`src/rtl/bs_dev_port_if.sv`:
```
// Bus-slot handshake between bs_gnrtr_n_rbtr and one device port.
// master = bus generator/arbiter side, slave = device port side.
interface bs_dev_port_if #(
  parameter int pckg_sz = 16
);
  logic               pndng;
  logic [pckg_sz-1:0] D_pop;
  logic               pop;
  logic               push;
  logic [pckg_sz-1:0] D_push;

  modport master (
    input  pndng,
    input  D_pop,
    output pop,
    output push,
    output D_push
  );

  modport slave (
    output pndng,
    output D_pop,
    input  pop,
    input  push,
    input  D_push
  );
endinterface

```
`src/rtl/bs_dev_port.sv`:
```
// Device-side bus endpoint: outbound TX FIFO drained by the bus, inbound RX FIFO
// filled by the bus with destination-ID filtering and saturating drop counters.
module bs_dev_port #(
  parameter int         pckg_sz   = 16,
  parameter int         deep_fifo = 8,
  parameter logic [7:0] dev_id    = 8'h00,
  parameter logic [7:0] bcast_id  = 8'hFF,
  parameter int         cnt_w     = 8
) (
  input  logic                       clk,
  input  logic                       reset,
  bs_dev_port_if.slave               bus,
  input  logic                       tx_wr,
  input  logic [pckg_sz-1:0]         tx_data,
  output logic                       tx_full,
  output logic [$clog2(deep_fifo):0] tx_cnt,
  input  logic                       rx_rd,
  output logic [pckg_sz-1:0]         rx_data,
  output logic                       rx_valid,
  output logic [$clog2(deep_fifo):0] rx_cnt,
  output logic [cnt_w-1:0]           ovf_cnt,
  output logic [cnt_w-1:0]           mis_cnt,
  output logic                       err_pop
);

  localparam int AW = $clog2(deep_fifo);
  localparam int CW = AW + 1;
  localparam logic [CW-1:0] DEPTH = CW'(deep_fifo);

  logic [pckg_sz-1:0] tx_mem [deep_fifo];
  logic [pckg_sz-1:0] rx_mem [deep_fifo];

  logic [AW-1:0]    tx_wp_q, tx_wp_d, tx_rp_q, tx_rp_d;
  logic [CW-1:0]    tx_cnt_q, tx_cnt_d;
  logic [AW-1:0]    rx_wp_q, rx_wp_d, rx_rp_q, rx_rp_d;
  logic [CW-1:0]    rx_cnt_q, rx_cnt_d;
  logic [cnt_w-1:0] ovf_cnt_q, ovf_cnt_d, mis_cnt_q, mis_cnt_d;
  logic             err_pop_q, err_pop_d;

  logic       tx_pop_ok, tx_wr_ok, rx_rd_ok, rx_wr_ok, rx_full;
  logic       dest_match;
  logic [7:0] dest;

  assign dest       = bus.D_push[pckg_sz-1 -: 8];
  assign dest_match = (dest == dev_id) || (dest == bcast_id);

  // A pop on a full FIFO frees the slot the simultaneous write lands in.
  assign tx_pop_ok = bus.pop && (tx_cnt_q != '0);
  assign tx_wr_ok  = tx_wr && ((tx_cnt_q != DEPTH) || tx_pop_ok);
  assign rx_full   = (rx_cnt_q == DEPTH);
  assign rx_rd_ok  = rx_rd && (rx_cnt_q != '0);
  assign rx_wr_ok  = bus.push && dest_match && (!rx_full || rx_rd_ok);

  always_comb begin
    tx_wp_d   = tx_wp_q;
    tx_rp_d   = tx_rp_q;
    tx_cnt_d  = tx_cnt_q;
    rx_wp_d   = rx_wp_q;
    rx_rp_d   = rx_rp_q;
    rx_cnt_d  = rx_cnt_q;
    ovf_cnt_d = ovf_cnt_q;
    mis_cnt_d = mis_cnt_q;
    err_pop_d = err_pop_q;

    if (tx_wr_ok)  tx_wp_d = tx_wp_q + 1'b1;
    if (tx_pop_ok) tx_rp_d = tx_rp_q + 1'b1;
    if (tx_wr_ok && !tx_pop_ok)      tx_cnt_d = tx_cnt_q + 1'b1;
    else if (!tx_wr_ok && tx_pop_ok) tx_cnt_d = tx_cnt_q - 1'b1;
    if (bus.pop && (tx_cnt_q == '0)) err_pop_d = 1'b1;

    if (rx_wr_ok) rx_wp_d = rx_wp_q + 1'b1;
    if (rx_rd_ok) rx_rp_d = rx_rp_q + 1'b1;
    if (rx_wr_ok && !rx_rd_ok)      rx_cnt_d = rx_cnt_q + 1'b1;
    else if (!rx_wr_ok && rx_rd_ok) rx_cnt_d = rx_cnt_q - 1'b1;

    if (bus.push && dest_match && rx_full && !rx_rd_ok && (ovf_cnt_q != '1))
      ovf_cnt_d = ovf_cnt_q + 1'b1;
    if (bus.push && !dest_match && (mis_cnt_q != '1))
      mis_cnt_d = mis_cnt_q + 1'b1;
  end

  always_ff @(posedge clk or posedge reset) begin
    if (reset) begin
      tx_wp_q   <= '0;
      tx_rp_q   <= '0;
      tx_cnt_q  <= '0;
      rx_wp_q   <= '0;
      rx_rp_q   <= '0;
      rx_cnt_q  <= '0;
      ovf_cnt_q <= '0;
      mis_cnt_q <= '0;
      err_pop_q <= 1'b0;
    end else begin
      tx_wp_q   <= tx_wp_d;
      tx_rp_q   <= tx_rp_d;
      tx_cnt_q  <= tx_cnt_d;
      rx_wp_q   <= rx_wp_d;
      rx_rp_q   <= rx_rp_d;
      rx_cnt_q  <= rx_cnt_d;
      ovf_cnt_q <= ovf_cnt_d;
      mis_cnt_q <= mis_cnt_d;
      err_pop_q <= err_pop_d;
    end
  end

  // Storage is deliberately left out of reset; the occupancy counters gate visibility.
  always_ff @(posedge clk) begin
    if (tx_wr_ok) tx_mem[tx_wp_q] <= tx_data;
    if (rx_wr_ok) rx_mem[rx_wp_q] <= bus.D_push;
  end

  assign bus.pndng = (tx_cnt_q != '0);
  assign bus.D_pop = bus.pndng ? tx_mem[tx_rp_q] : '0;
  assign tx_full   = (tx_cnt_q == DEPTH);
  assign tx_cnt    = tx_cnt_q;
  assign rx_valid  = (rx_cnt_q != '0);
  assign rx_data   = rx_valid ? rx_mem[rx_rp_q] : '0;
  assign rx_cnt    = rx_cnt_q;
  assign ovf_cnt   = ovf_cnt_q;
  assign mis_cnt   = mis_cnt_q;
  assign err_pop   = err_pop_q;

endmodule
```
`src/flat_wrapper.sv`:
```
// flat-port wrapper written by rule: the top's interface ports become plain ports
module bs_dev_port_flat 
#(
  parameter int         pckg_sz   = 16,
  parameter int         deep_fifo = 8,
  parameter logic [7:0] dev_id    = 8'h00,
  parameter logic [7:0] bcast_id  = 8'hFF,
  parameter int         cnt_w     = 8
)
  (clk, reset, tx_wr, tx_data, tx_full, tx_cnt, rx_rd, rx_data, rx_valid, rx_cnt, ovf_cnt, mis_cnt, err_pop, bus_pndng, bus_D_pop, bus_pop, bus_push, bus_D_push);
  bs_dev_port_if #(.pckg_sz(pckg_sz)) bus_i ();
  input  logic clk;
  input  logic reset;
  input  logic tx_wr;
  input  logic [pckg_sz-1:0] tx_data;
  output logic tx_full;
  output logic [$clog2(deep_fifo):0] tx_cnt;
  input  logic rx_rd;
  output logic [pckg_sz-1:0] rx_data;
  output logic rx_valid;
  output logic [$clog2(deep_fifo):0] rx_cnt;
  output logic [cnt_w-1:0] ovf_cnt;
  output logic [cnt_w-1:0] mis_cnt;
  output logic err_pop;
  output wire logic [$bits(bus_i.pndng)-1:0] bus_pndng;
  output wire logic [$bits(bus_i.D_pop)-1:0] bus_D_pop;
  input wire logic [$bits(bus_i.pop)-1:0] bus_pop;
  input wire logic [$bits(bus_i.push)-1:0] bus_push;
  input wire logic [$bits(bus_i.D_push)-1:0] bus_D_push;
  assign bus_pndng = bus_i.pndng;
  assign bus_D_pop = bus_i.D_pop;
  assign bus_i.pop = bus_pop;
  assign bus_i.push = bus_push;
  assign bus_i.D_push = bus_D_push;
  bs_dev_port #(.pckg_sz(pckg_sz), .deep_fifo(deep_fifo), .dev_id(dev_id), .bcast_id(bcast_id), .cnt_w(cnt_w)) u_core (.clk(clk), .reset(reset), .bus(bus_i), .tx_wr(tx_wr), .tx_data(tx_data), .tx_full(tx_full), .tx_cnt(tx_cnt), .rx_rd(rx_rd), .rx_data(rx_data), .rx_valid(rx_valid), .rx_cnt(rx_cnt), .ovf_cnt(ovf_cnt), .mis_cnt(mis_cnt), .err_pop(err_pop));
endmodule
```
`config.mk`:
```
export PLATFORM = sky130hd
export DESIGN_NAME = bs_dev_port_flat
export DESIGN_NICKNAME = d
export VERILOG_FILES = /design/src/rtl/bs_dev_port_if.sv /design/src/rtl/bs_dev_port.sv /design/src/flat_wrapper.sv
export SDC_FILE = /design/constraint.sdc
export NUM_CORES = 1
export LEC_CHECK = 0
export BUFFER_PORTS_ARGS = -buffer_cell sky130_fd_sc_hd__buf_2
export CORE_MARGIN = 2
export CORE_UTILIZATION = 55
export CTS_CLUSTER_SIZE = 30
export DETAILED_ROUTE_END_ITERATION = 12
export PLACE_DENSITY_LB_ADDON = 0.3
export SLEW_MARGIN = 20
export SYNTH_ARGS = -nofsm -noshare
export SYNTH_HDL_FRONTEND = slang
export SYNTH_SLANG_ARGS = --single-unit
```
`constraint.sdc`:
```
create_clock -name clk -period 9.1 [get_ports clk]
set_input_delay 1.82 -clock clk [delete_from_list [all_inputs] [get_ports clk]]
set_output_delay 1.82 -clock clk [all_outputs]
set_load 0.05 [all_outputs]
```
==> summary.md, run 1 <==
| Metric | Value |
|---|---|
| Most frequently used flop master after synthesis | `sky130_fd_sc_hd__edfxtp_1` |
| Power density of the placed cells | `between 300 and 400 mW/mm^2` |
| Share of post-route cells with drive strength above 1 | `34.3%` |
| Final worst path period share | `about 51%` |
| Total number of clock tree sinks | `a little under 300` |
| Uppermost signal routing layer after detailed routing | `met4` |
| Number of maximum-capacitance constraint violations | `0` |
| Pins over their slew limit | `0` |
| Number of buffers between clock root and the deepest sink | `3` |
| Final RePlAce weighted congestion | `0.782` |
| Synthesis Warnings | `0` |
| Length of the first detailed-routing pass in iterations | `4` |
| Wire length on met1 | `approximately 8700 microns` |
| Post-Syn Nets | `about 650` |
| Share of the synthesized area in the top cell type | `about two thirds` |
| GR Overflow Total | `0` |
| Root Driver | `sky130_fd_sc_hd__clkbuf_16` |
| Antenna violations before repair | `0` |
| Count of cells resized by post-cts repair | `0` |
| Remaining number of nets flagged by the antenna check after routing | `0` |
| Final net count | `770` |
| Largest cells by area after synthesis | `sky130_fd_sc_hd__edfxtp_1, sky130_fd_sc_hd__mux4_2, sky130_fd_sc_hd__dfrtp_1, sky130_fd_sc_hd__mux2i_1, sky130_fd_sc_hd__nor2_1` |
| Number of different library cells in the post-synthesis netlist | `39` |
| Avg Synthesized Cell Area | `between 15 and 20 sq um` |
| Fraction of registers with async set or reset after synthesis | `12.6%` |
| Vias | `between 5k and 6k` |
| Leading cell types in the layout, fill and taps excluded | `sky130_fd_sc_hd__edfxtp_1, sky130_fd_sc_hd__buf_2, sky130_fd_sc_hd__mux4_2` |
| Register bit total from synthesis | `a little under 300` |
| Met3 wirelength from detailed routing | `around 1100 microns` |
| Die Area | `0.0225 sq mm` |
| Final setup skew | `0.0122 ns` |
| Setup Slack @ Placement | `around 4.6 ns` |
| Final std cells w/o fill | `1,017` |
| Avg Vias per Cell | `5.78` |
| Maximum frequency from static timing analysis | `216 MHz` |
| CP Data Required Time | `about 7.3 ns` |
| Worst IR Drop VDD | `about 0.31 mV` |
| Number of H-tree branching levels | `1` |
| Number of enable flip-flop cells after synthesis | `256` |
| Hold slack final | `approximately 0.46 ns` |
| Total core area | `around 0.021 sq mm` |
| Worst slew margin relative to its limit | `between 20 and 30%` |
| Buffers on Ports | `97` |
| Wire length per cell after detailed routing | `between 20 and 25 microns` |
| Global-route wire length before repair | `around 34,000 microns` |
| Synthesized-area fraction occupied by and/or/nand/nor cells | `under 10%` |
| Die W | `between 100 and 150 microns` |
| Y dimension of the die | `150 microns` |
| DRT Wirelength | `22,500 microns` |
| Source-to-sink clock delay at the later pin of the worst-skew pair | `~0.53 ns` |
| TritonCTS clock tree | `done` |
| Final worst-path setup slack | `roughly 4.5 ns` |
| TritonCTS Buffers | `29` |
| Initial detailed-routing violation count | `about 370` |
| Kind of start point of the critical path | `flip-flop` |
| Hold Crit Class | `reg -> reg` |
| Largest fanout on the critical path | `18` |
| Share of the synthesized netlist area taken by xor and xnor gates | `between 1.5 and 2%` |
| Gate count of the mapped netlist | `600` |
| DRC | `0` |
| Final hold vios | `0` |
| Global-route usage over all layers | `20.4%` |
| Setup repair after global routing missed its margin | `no` |
| Fraction of the mapped netlist area in compound gates | `less than 1%` |
| Number of placed I/O pins | `about 100` |
| Detail Route met2 WL | `about 12,000 microns` |
| Result of the run | `complete, no violations` |
| Final setup vio count | `0` |
| Detailed placer's ending HPWL | `13,700 microns` |
| Mux cell area share after synthesis | `15.8%` |
| Setup TNS | `0 ns` |
| Largest area contributor in the netlist | `sky130_fd_sc_hd__edfxtp_1` |
| Post-synthesis adder-cell area fraction | `approximately 1.6%` |
| Min cycle time layout | `between 4 and 5 ns` |
| Layout area overhead | `16.0%` |
| Number of post-CTS setup repair buffers | `0` |
| Most common cell after layout, fill and taps aside | `sky130_fd_sc_hd__edfxtp_1` |
| Crit. End Element | `primary output` |
| Sequential area share after synthesis | `73.6%` |
| Lkg Pwr | `4.83 nW` |
| Start-to-end type of the worst setup path | `reg -> out` |
| Slew at the pin with the worst max-slew slack | `approximately 1.1 ns` |
| Final Power | `between 4 and 5 mW` |
| Initial Utilization | `a little under three fifths` |
| Number of global-route vias before repair | `6,181` |
| CTS clk-pin slew, worst paths | `roughly 0.06 ns` |
| Data arrival time of the critical path | `~2.8 ns` |
| Cell area after synthesis | `between 0.01 and 0.015 sq mm` |
| Number of core rows | `between 50 and 60` |
| Pin count of the biggest net entering global routing | `38` |
| Largest family of logic cells by synthesized area | `multiplexers` |
| Placed insts | `962` |
| Count of hold buffers inserted by post-cts repair | `0` |
-- final timing paths --
| check | slack [ns] | cells past startpoint | startpoint | endpoint |
|---|---|---|---|---|
| setup / recovery | 4.47 | 5 | u_core.tx_rp_q[0]$_DFFE_PP0P_ | bus_D_pop[7] |
| hold / removal | 0.46 | 1 | u_core.err_pop$_DFFE_PP0P_ | u_core.err_pop$_DFFE_PP0P_ |
| setup reg to reg | 6.27 | 11 | u_core.rx_cnt[0]$_DFFE_PP0P_ | u_core.rx_cnt[3]$_DFFE_PP0P_ |
| hold reg to reg | 0.46 | 1 | u_core.err_pop$_DFFE_PP0P_ | u_core.err_pop$_DFFE_PP0P_ |
| max in group asynchronous | 7.36 | 3 | reset | u_core.tx_rp_q[0]$_DFFE_PP0P_ |
| min in group asynchronous | 1.39 | 3 | reset | u_core.mis_cnt[4]$_DFFE_PP0P_ |
-- stage by stage --
stage | instance area (sq um) | utilization [%]
global route | 13600 | 64.8
CTS | 13600 | 64.8
finish | 13600 | 64.8
floorplan | 11700 | -
global placement | 12600 | 60.2
detailed placement | 12600 | 60.2
-- layer usage --
metal	global-route usage, %	vias up
met2	37.1	140
met1	24.9	3070
li1	-	2631
met5	0	-
met4	5.80	0
met3	3.81	37
-- cell type report --
type,instances,area (sq um)
diodes,2,5.00
clock inverters,22,225
repair buffers,109,579
clock buffers,31,733
fillers,1452,7370
inverters,11,41.3
well taps,275,344
multi-input cells,274,3040
flip-flops and latches,293,8620
-- critical path, cell delays in order, from the launching register on --
cell,delay [ns]
sky130_fd_sc_hd__dfrtp_2,0.75
sky130_fd_sc_hd__buf_4,0.44
sky130_fd_sc_hd__mux4_2,0.57
sky130_fd_sc_hd__mux2i_1,0.19
sky130_fd_sc_hd__nor2_1,0.10
sky130_fd_sc_hd__buf_2,0.22
-- flip-flops by register name, summed over array words and instances, names as in the netlist --
name	flops
u_core.err_pop	1
u_core.mis_cnt	8
u_core.ovf_cnt	8
u_core.rx_cnt	4
u_core.rx_mem	128
u_core.rx_rp_q	3
u_core.rx_wp_q	3
u_core.tx_cnt	4
u_core.tx_mem	128
u_core.tx_rp_q	3
u_core.tx_wp_q	3
-- where the power goes --
part | switching, mW | total (mW) | internal [mW]
Sequential | 0.188 | 1.79 | 1.60
Clock | 0.488 | 1.19 | 0.697
Combinational | 1.10 | 1.68 | 0.587
Total | 1.77 | 4.66 | 2.89
-- cells in the mapped netlist, drive strengths merged, types with 2 or more instances --
cell	n
nor3	12
nor4b	2
mux2	8
clkbuf	10
nor4	9
nand2b	6
nand3	7
mux2i	32
inv	11
buf	12
nand2	23
o21ai	3
nor2	47
edfxtp	256
fa	2
nand4	4
mux4	64
a21o	3
a21oi	3
xnor2	14
and4	2
xor2	12
ha	12
dfrtp	37
-- cell families after synthesis --
group / Yosys count
AO/OA/AOI/OAI: 13
XOR/XNOR: 26
adder cells (fa/ha/maj): 14
buffers and inverters: 33
flip-flops: 293
multiplexers: 104
AND/OR/NAND/NOR: 117
Note: power is estimated with default switching activity, not from simulation.
==> inputs of run 2 (changes only) <==
==> constraint.sdc (replaced) <==
create_clock -name clk -period 4.6 [get_ports clk]
set_input_delay 0.92 -clock clk [delete_from_list [all_inputs] [get_ports clk]]
set_output_delay 0.92 -clock clk [all_outputs]
set_load 0.05 [all_outputs]
==> run 2 against run 1 <==
Compared with the run above:
- die area did not move
- non-clock buffer count grew 6
- critical endpoint is now rx_data[0]
- critical path type unchanged
- largest power group unchanged
- setup slack worse by 3.5 ns
- largest cell class unchanged
==> summary.md, run 2 (synthesis results as in run 1) <==
| Metric | Value |
|---|---|
| Source-to-sink clock delay at the later pin of the worst-skew pair | `0.54 ns (about the same)` |
| Vias | `5,871 (-0.12%)` |
| Beginning of the worst register-to-register path | `u_core.rx_cnt[0]$_DFFE_PP0P_` |
| GR Overflow Total | `0 (unchanged)` |
| DRT Wirelength | `22,800 microns (+1.3%)` |
| Start-to-end type of the worst setup path | `reg -> out` |
| Placed insts | `968 (+0.62%)` |
| Data arrival time of the critical path | `2.69 ns (-0.12 ns)` |
| Root Driver | `sky130_fd_sc_hd__clkbuf_16` |
| Die W | `150 microns (unchanged)` |
| Count of cells resized by post-cts repair | `0 (unchanged)` |
| Total number of clock tree sinks | `293 (unchanged)` |
| Slew at the pin with the worst max-slew slack | `1.17 ns (+0.0463 ns)` |
| Final worst path period share | `about four fifths` |
| Hold slack final | `0.451 ns (-0.0100 ns)` |
| Worst slew margin relative to its limit | `22.1% (-3.0 points)` |
| Hold worst-path end | `u_core.err_pop$_DFFE_PP0P_` |
| Top flop regs | `u_core.rx_mem (128), u_core.tx_mem (128)` |
| DRC | `0 (unchanged)` |
| Total core area | `0.0210 sq mm (unchanged)` |
| Number of cells traversed by the worst register-to-register path | `12 (+1)` |
| Hold path start | `u_core.err_pop$_DFFE_PP0P_` |
| Number of buffers between clock root and the deepest sink | `3 (unchanged)` |
| TritonCTS Buffers | `28 (-3.4%)` |
| Share of post-route cells with drive strength above 1 | `33.1% (-1.2 points)` |
| Die Area | `0.0225 sq mm (unchanged)` |
| Global-route wire length before repair | `35,300 microns (+2.7%)` |
| Final net count | `775 (+0.65%)` |
| Final setup skew | `0.0142 ns (+0.00200 ns)` |
| Initial detailed-routing violation count | `431 (+18%)` |
| R2r setup slk | `1.78 ns (-4.49 ns)` |
| Avg Vias per Cell | `5.78 (about the same)` |
| Min cycle time layout | `about 3.6 ns` |
| Final hold vios | `0 (unchanged)` |
| Global-route usage over all layers | `21.0% (+0.63 points)` |
| Final setup vio count | `0 (unchanged)` |
| TritonCTS clock tree | `done` |
| Crit. End Element | `primary output` |
| Antenna violations before repair | `2 (+2)` |
| Endpoint of the worst-slack reg-to-reg timing path | `u_core.rx_cnt[3]$_DFFE_PP0P_` |
| Lkg Pwr | `4.80 nW (-0.56%)` |
| Length of the first detailed-routing pass in iterations | `4 (unchanged)` |
| Layout area overhead | `15.0%` |
| Final std cells w/o fill | `1,016 (-0.098%)` |
| Pins over their slew limit | `0 (unchanged)` |
| Standard cell with the maximum stage delay on the critical path | `sky130_fd_sc_hd__dfrtp_1` |
| Number of maximum-capacitance constraint violations | `0 (unchanged)` |
| Maximum frequency from static timing analysis | `between 200 and 300 MHz` |
| Number of post-CTS setup repair buffers | `0 (unchanged)` |
| Buffers on Ports | `97 (unchanged)` |
| CP peak stage delay | `0.92 ns (+0.17 ns)` |
| Detailed placer's ending HPWL | `14,100 microns (+3.4%)` |
| Pin count of the biggest net entering global routing | `38 (unchanged)` |
| Kind of cell with the highest combined delay on the critical path | `flip-flops` |
| Number of core rows | `53 (unchanged)` |
| Most common cell after layout, fill and taps aside | `sky130_fd_sc_hd__edfxtp_1` |
| Count of hold buffers inserted by post-cts repair | `0 (unchanged)` |
| Result of the run | `complete, no violations` |
| Final Power | `8.94 mW (+92%)` |
| Hold Crit Class | `reg -> reg` |
| Setup repair after global routing missed its margin | `no` |
| Final RePlAce weighted congestion | `0.765 (-2.1%)` |
| Number of H-tree branching levels | `1 (unchanged)` |
| Y dimension of the die | `150 microns (unchanged)` |
| Number of buffer and inverter stages on the critical path | `2 (unchanged)` |
| Leading cell types in the layout, fill and taps excluded | `sky130_fd_sc_hd__edfxtp_1, sky130_fd_sc_hd__buf_2, sky130_fd_sc_hd__mux4_2` |
| Cell-by-cell trace of the critical path | `buf_4 -> mux4_2 -> mux2i_1 -> nor2_1 -> buf_2` |
| Initial Utilization | `55.9% (unchanged)` |
| CTS clk-pin slew, worst paths | `0.06 ns (about the same)` |
| Hold path cells | `1 (unchanged)` |
| CP Data Required Time | `3.68 ns (-3.60 ns)` |
| Number of global-route vias before repair | `6,259 (+1.3%)` |
| Kind of start point of the critical path | `flip-flop` |
| Number of placed I/O pins | `98 (unchanged)` |
| Remaining number of nets flagged by the antenna check after routing | `0 (unchanged)` |
| Power density of the placed cells | `664 mW/mm^2 (+94%)` |
| Worst IR Drop VDD | `0.517 mV (+68%)` |
| Setup TNS | `0 ns (unchanged)` |
| Wire length per cell after detailed routing | `22.4 microns (+1.4%)` |
| Fillcell total | `1,432 (-1.4%)` |
| Largest fanout on the critical path | `18 (unchanged)` |
## run 2: cell type report
class | count | area, sq um | area share, %
inverters | 11 | 41.3 | 0.307
clock buffers | 37 | 754 | 5.60
repair buffers | 115 | 621 | 4.61
diodes | 1 | 2.50 | 0.0186
flip-flops and latches | 293 | 8620 | 64.0
clock inverters | 10 | 53.8 | 0.400
well taps | 275 | 344 | 2.56
multi-input cells | 274 | 3030 | 22.5
## run 2: metal layers
| metal | GRT usage, % | vias to the layer above | share of wire (%) |
|---|---|---|---|
| li1 | - | 2627 | - |
| met2 | 37.2 | 142 | 54 |
| met1 | 26.8 | 3073 | 40 |
| met3 | 4.12 | 27 | 5.2 |
| met5 | 0 | - | 0.053 |
| met4 | 5.28 | 2 | 1.5 |
## run 2: worst max path at each step
stage	cells after the start	startpoint	endpoint	slack, ns
3_5_place_dp	14	bus_D_push[9]	u_core.rx_cnt[3]$_DFFE_PP0P_	1.01
5_1_grt	5	u_core.rx_rp_q[1]$_DFFE_PP0N_	rx_data[0]	0.85
4_1_cts	5	u_core.rx_rp_q[1]$_DFFE_PP0N_	rx_data[0]	0.93
3_3_place_gp	14	bus_D_push[9]	u_core.rx_cnt[3]$_DFFE_PP0P_	1.04
2_1_floorplan	5	bus_D_push[9]	u_core.rx_mem[0][0]$_DFFE_PP_	0.95
6_report	5	u_core.rx_rp_q[1]$_DFFE_PP0N_	rx_data[0]	0.99
## run 2: power breakdown
group / internal, mW / total, mW / switching, mW
Combinational: 1.18 / 3.34 / 2.17
Sequential: 3.17 / 3.55 / 0.380
Clock: 1.14 / 2.04 / 0.904
## run 2: stage by stage
step / setup slack [ns] / utilization, % / instance area (sq um)
after floorplan: 0.950 / - / 11700
after global placement: 1.04 / 60.4 / 12700
after global routing: 0.847 / 64.2 / 13500
after CTS: 0.931 / 64.2 / 13500
final: 0.989 / 64.3 / 13500
after detailed placement: 1.01 / 60.4 / 12700
## run 2: worst reg2reg max path, delay by kind of cell (launching register included)
| kind | cells | cell delay, ns |
|---|---|---|
| DFF | 1 | 0.48 |
| and+or+nand+nor | 4 | 0.89 |
| xor gates and xnor gates | 2 | 0.26 |
| buffers and inverters | 2 | 0.25 |
| AOI/OAI and AO/OA | 2 | 0.33 |
| adders and majority gates | 2 | 0.49 |
==> inputs of run 3 (changes only) <==
--- a/config.mk
+++ b/config.mk
@@ -7,7 +7,7 @@
 export LEC_CHECK = 0
 export BUFFER_PORTS_ARGS = -buffer_cell sky130_fd_sc_hd__buf_2
 export CORE_MARGIN = 2
-export CORE_UTILIZATION = 55
+export CORE_UTILIZATION = 54
 export CTS_CLUSTER_SIZE = 30
 export DETAILED_ROUTE_END_ITERATION = 12
 export PLACE_DENSITY_LB_ADDON = 0.3
==> constraint.sdc (replaced) <==
create_clock -name clk -period 3.2 [get_ports clk]
set_input_delay 0.64 -clock clk [delete_from_list [all_inputs] [get_ports clk]]
set_output_delay 0.64 -clock clk [all_outputs]
set_load 0.05 [all_outputs]
==> run 3 against run 2 <==
Compared with the run above:
- hold slack lost 0.19 ns
- register-to-register slack lost 1.3 ns
- largest power group is now combinational cells
- power grew 51%
==> summary.md, run 3 (synthesis results as in run 1) <==
| Metric | Value |
|---|---|
| Result of the run | `complete, no violations` |
| Worst slew margin relative to its limit | `47.4% (+25 points)` |
| Total number of clock tree sinks | `293 (unchanged)` |
| DRC | `0 (unchanged)` |
| TritonCTS clock tree | `done` |
| Crit. End Element | `primary output` |
| Total area of multi-input combinational cells | `0.00301 sq mm (-0.62%)` |
| Global-route wire length before repair | `34,200 microns (-3.1%)` |
| Vias | `5,859 (-0.20%)` |
| Data arrival time of the critical path | `2.43 ns (-0.26 ns)` |
| Worst IR Drop VDD | `0.818 mV (+58%)` |
| Total core area | `0.0212 sq mm (+0.95%)` |
| Number of maximum-capacitance constraint violations | `0 (unchanged)` |
| Final setup vio count | `0 (unchanged)` |
| Final net count | `788 (+1.7%)` |
| Number of buffers between clock root and the deepest sink | `3 (unchanged)` |
| Setup TNS | `0 ns (unchanged)` |
| Remaining number of nets flagged by the antenna check after routing | `0 (unchanged)` |
| Layout area overhead | `17.7%` |
| Pins over their slew limit | `0 (unchanged)` |
| Leading cell types in the layout, fill and taps excluded | `sky130_fd_sc_hd__edfxtp_1, sky130_fd_sc_hd__buf_2, sky130_fd_sc_hd__mux4_2` |
| Number of global-route vias before repair | `6,242 (-0.27%)` |
| GR Overflow Total | `0 (unchanged)` |
| Top flop regs | `u_core.rx_mem (128), u_core.tx_mem (128)` |
| Wire length per cell after detailed routing | `21.6 microns (-3.8%)` |
| Number of post-CTS setup repair buffers | `0 (unchanged)` |
| Final RePlAce weighted congestion | `0.777 (+1.5%)` |
| Number of H-tree branching levels | `1 (unchanged)` |
| Slew at the pin with the worst max-slew slack | `0.788 ns (-0.380 ns)` |
| Start-to-end type of the worst setup path | `reg -> out` |
| Avg Vias per Cell | `5.66 (-2.0%)` |
| Number of placed I/O pins | `98 (unchanged)` |
| CTS clk-pin slew, worst paths | `0.06 ns (about the same)` |
| Final setup skew | `0.0238 ns (+0.00951 ns)` |
| Power density of the placed cells | `981 mW/mm^2 (+48%)` |
| Count of hold buffers inserted by post-cts repair | `0 (unchanged)` |
| Maximum frequency from static timing analysis | `roughly 330 MHz` |
| Detailed placer's ending HPWL | `13,900 microns (-1.6%)` |
| Buffers on Ports | `97 (unchanged)` |
| Lkg Pwr | `4.98 nW (+3.8%)` |
| Initial detailed-routing violation count | `350 (-19%)` |
| TritonCTS Buffers | `30 (+7.1%)` |
| Min cycle time layout | `about 3.1 ns` |
| DRT Wirelength | `22,300 microns (-2.0%)` |
| Standard cell with the maximum stage delay on the critical path | `sky130_fd_sc_hd__dfrtp_4` |
| Share of post-route cells with drive strength above 1 | `34.6% (+1.5 points)` |
| Global-route usage over all layers | `20.0% (-1.0 points)` |
| CP Data Required Time | `2.56 ns (-1.12 ns)` |
| Share of the core filled with cells in the final layout | `65.1% (+0.87 points)` |
| Y dimension of the die | `151 microns (+0.90%)` |
| Number of core rows | `53 (unchanged)` |
| Largest fanout on the critical path | `12 (-6)` |
| Root Driver | `sky130_fd_sc_hd__clkbuf_16` |
| Setup repair after global routing missed its margin | `no` |
| Die W | `151 microns (+0.90%)` |
| Cell-by-cell trace of the critical path | `buf_12 -> mux4_2 -> mux2i_1 -> nor2_1 -> buf_2` |
| Final worst path period share | `a little over nine tenths` |
| CP peak stage delay | `0.59 ns (-0.33 ns)` |
| Fillcell total | `1,402 (-2.1%)` |
| Kind of start point of the critical path | `flip-flop` |
| Initial Utilization | `55.3% (-0.53 points)` |
| Most common cell after layout, fill and taps aside | `sky130_fd_sc_hd__edfxtp_1` |
| Hold Crit Class | `in -> async` |
| Pin count of the biggest net entering global routing | `31 (-18%)` |
| Area used by sequential logic in the layout | `0.00862 sq mm (about the same)` |
| Antenna violations before repair | `3 (+1)` |
| Final hold vios | `0 (unchanged)` |
| Source-to-sink clock delay at the later pin of the worst-skew pair | `0.55 ns (about the same)` |
| Length of the first detailed-routing pass in iterations | `4 (unchanged)` |
| Die Area | `0.0229 sq mm (+1.8%)` |
==> run 3: cell count changes in the layout (fill, tap and decap cells not counted), sizes merged <==
cell,delta
bufinv,+6
inv,+1
diode,+1
clkinv,+4
clkbuf,-4
buf,+11
==> run 3: routing by layer <==
metal	vias up	global-route usage, %	part of all wire [%]
met5	-	0	0.058
met4	2	5.28	2.1
met3	36	4.07	4.9
met2	144	36.4	53
met1	3017	24.3	40
li1	2660	-	-
==> run 3: area by class of cell <==
| type | count | area share (%) |
|---|---|---|
| Clock inverter | 21 | 1.93 |
| Multi-Input combinational cell | 274 | 21.9 |
| Antenna cell | 2 | 0.0363 |
| Inverter | 11 | 0.300 |
| Tap cell | 275 | 2.50 |
| Clock buffer | 33 | 5.53 |
| Timing Repair Buffer | 126 | 5.29 |
| Sequential cell | 293 | 62.6 |
==> run 3: metrics by stage <==
stage | setup WS [ns] | std cells | hold WS (ns) | total power [mW] | instance area, sq um
final | 0.130 | 1035 | 0.264 | 13.5 | 13800
after global routing | 0.0376 | 1033 | 0.320 | 14.1 | 13800
after CTS | 0.0210 | 1033 | 0.270 | 13.7 | 13800
after detailed placement | 0.173 | 979 | 0.445 | 10.1 | 12700
after global placement | 0.148 | 979 | 0.435 | 9.94 | 12700
after floorplan | 0.191 | 600 | 0.489 | 8.81 | 11700
==> run 3: timing repair <==
action / 4_1_cts / 5_1_grt
setup endpoints to repair: 0 / 3
gates resized for setup: 0 / 1
endpoints found under the hold margin: 0 / 0
==> run 3: power breakdown <==
part | internal, mW | switching, mW | leakage [nW]
Combinational | 1.75 | 3.30 | 1.70
Sequential | 4.56 | 0.319 | 2.77
Clock | 2.19 | 1.38 | 0.511
==> run 3: critical path: cells and delay by family, from the launching register on <==
family / cells / cell delay (ns)
buffers and inverters: 2 / 0.42
and+or+nand+nor: 1 / 0.08
DFF: 1 / 0.59
muxes: 2 / 0.77
==> run 3: final timing paths <==
check / startpoint / to / slack, ns / cells past startpoint
worst max-delay path: u_core.tx_rp_q[0]$_DFFE_PP0P_ / bus_D_pop[15] / 0.13 / 5
worst min-delay path: reset / u_core.rx_wp_q[1]$_DFFE_PP0P_ / 0.26 / 2
worst max register to register: u_core.tx_cnt[0]$_DFFE_PP0P_ / u_core.tx_cnt[3]$_DFFE_PP0P_ / 0.53 / 12
worst min register to register: u_core.err_pop$_DFFE_PP0P_ / u_core.err_pop$_DFFE_PP0P_ / 0.45 / 1
max in group asynchronous: reset / u_core.mis_cnt[3]$_DFFE_PP0P_ / 2.16 / 3
min in group clk: bus_pop / u_core.err_pop$_DFFE_PP0P_ / 0.34 / 2
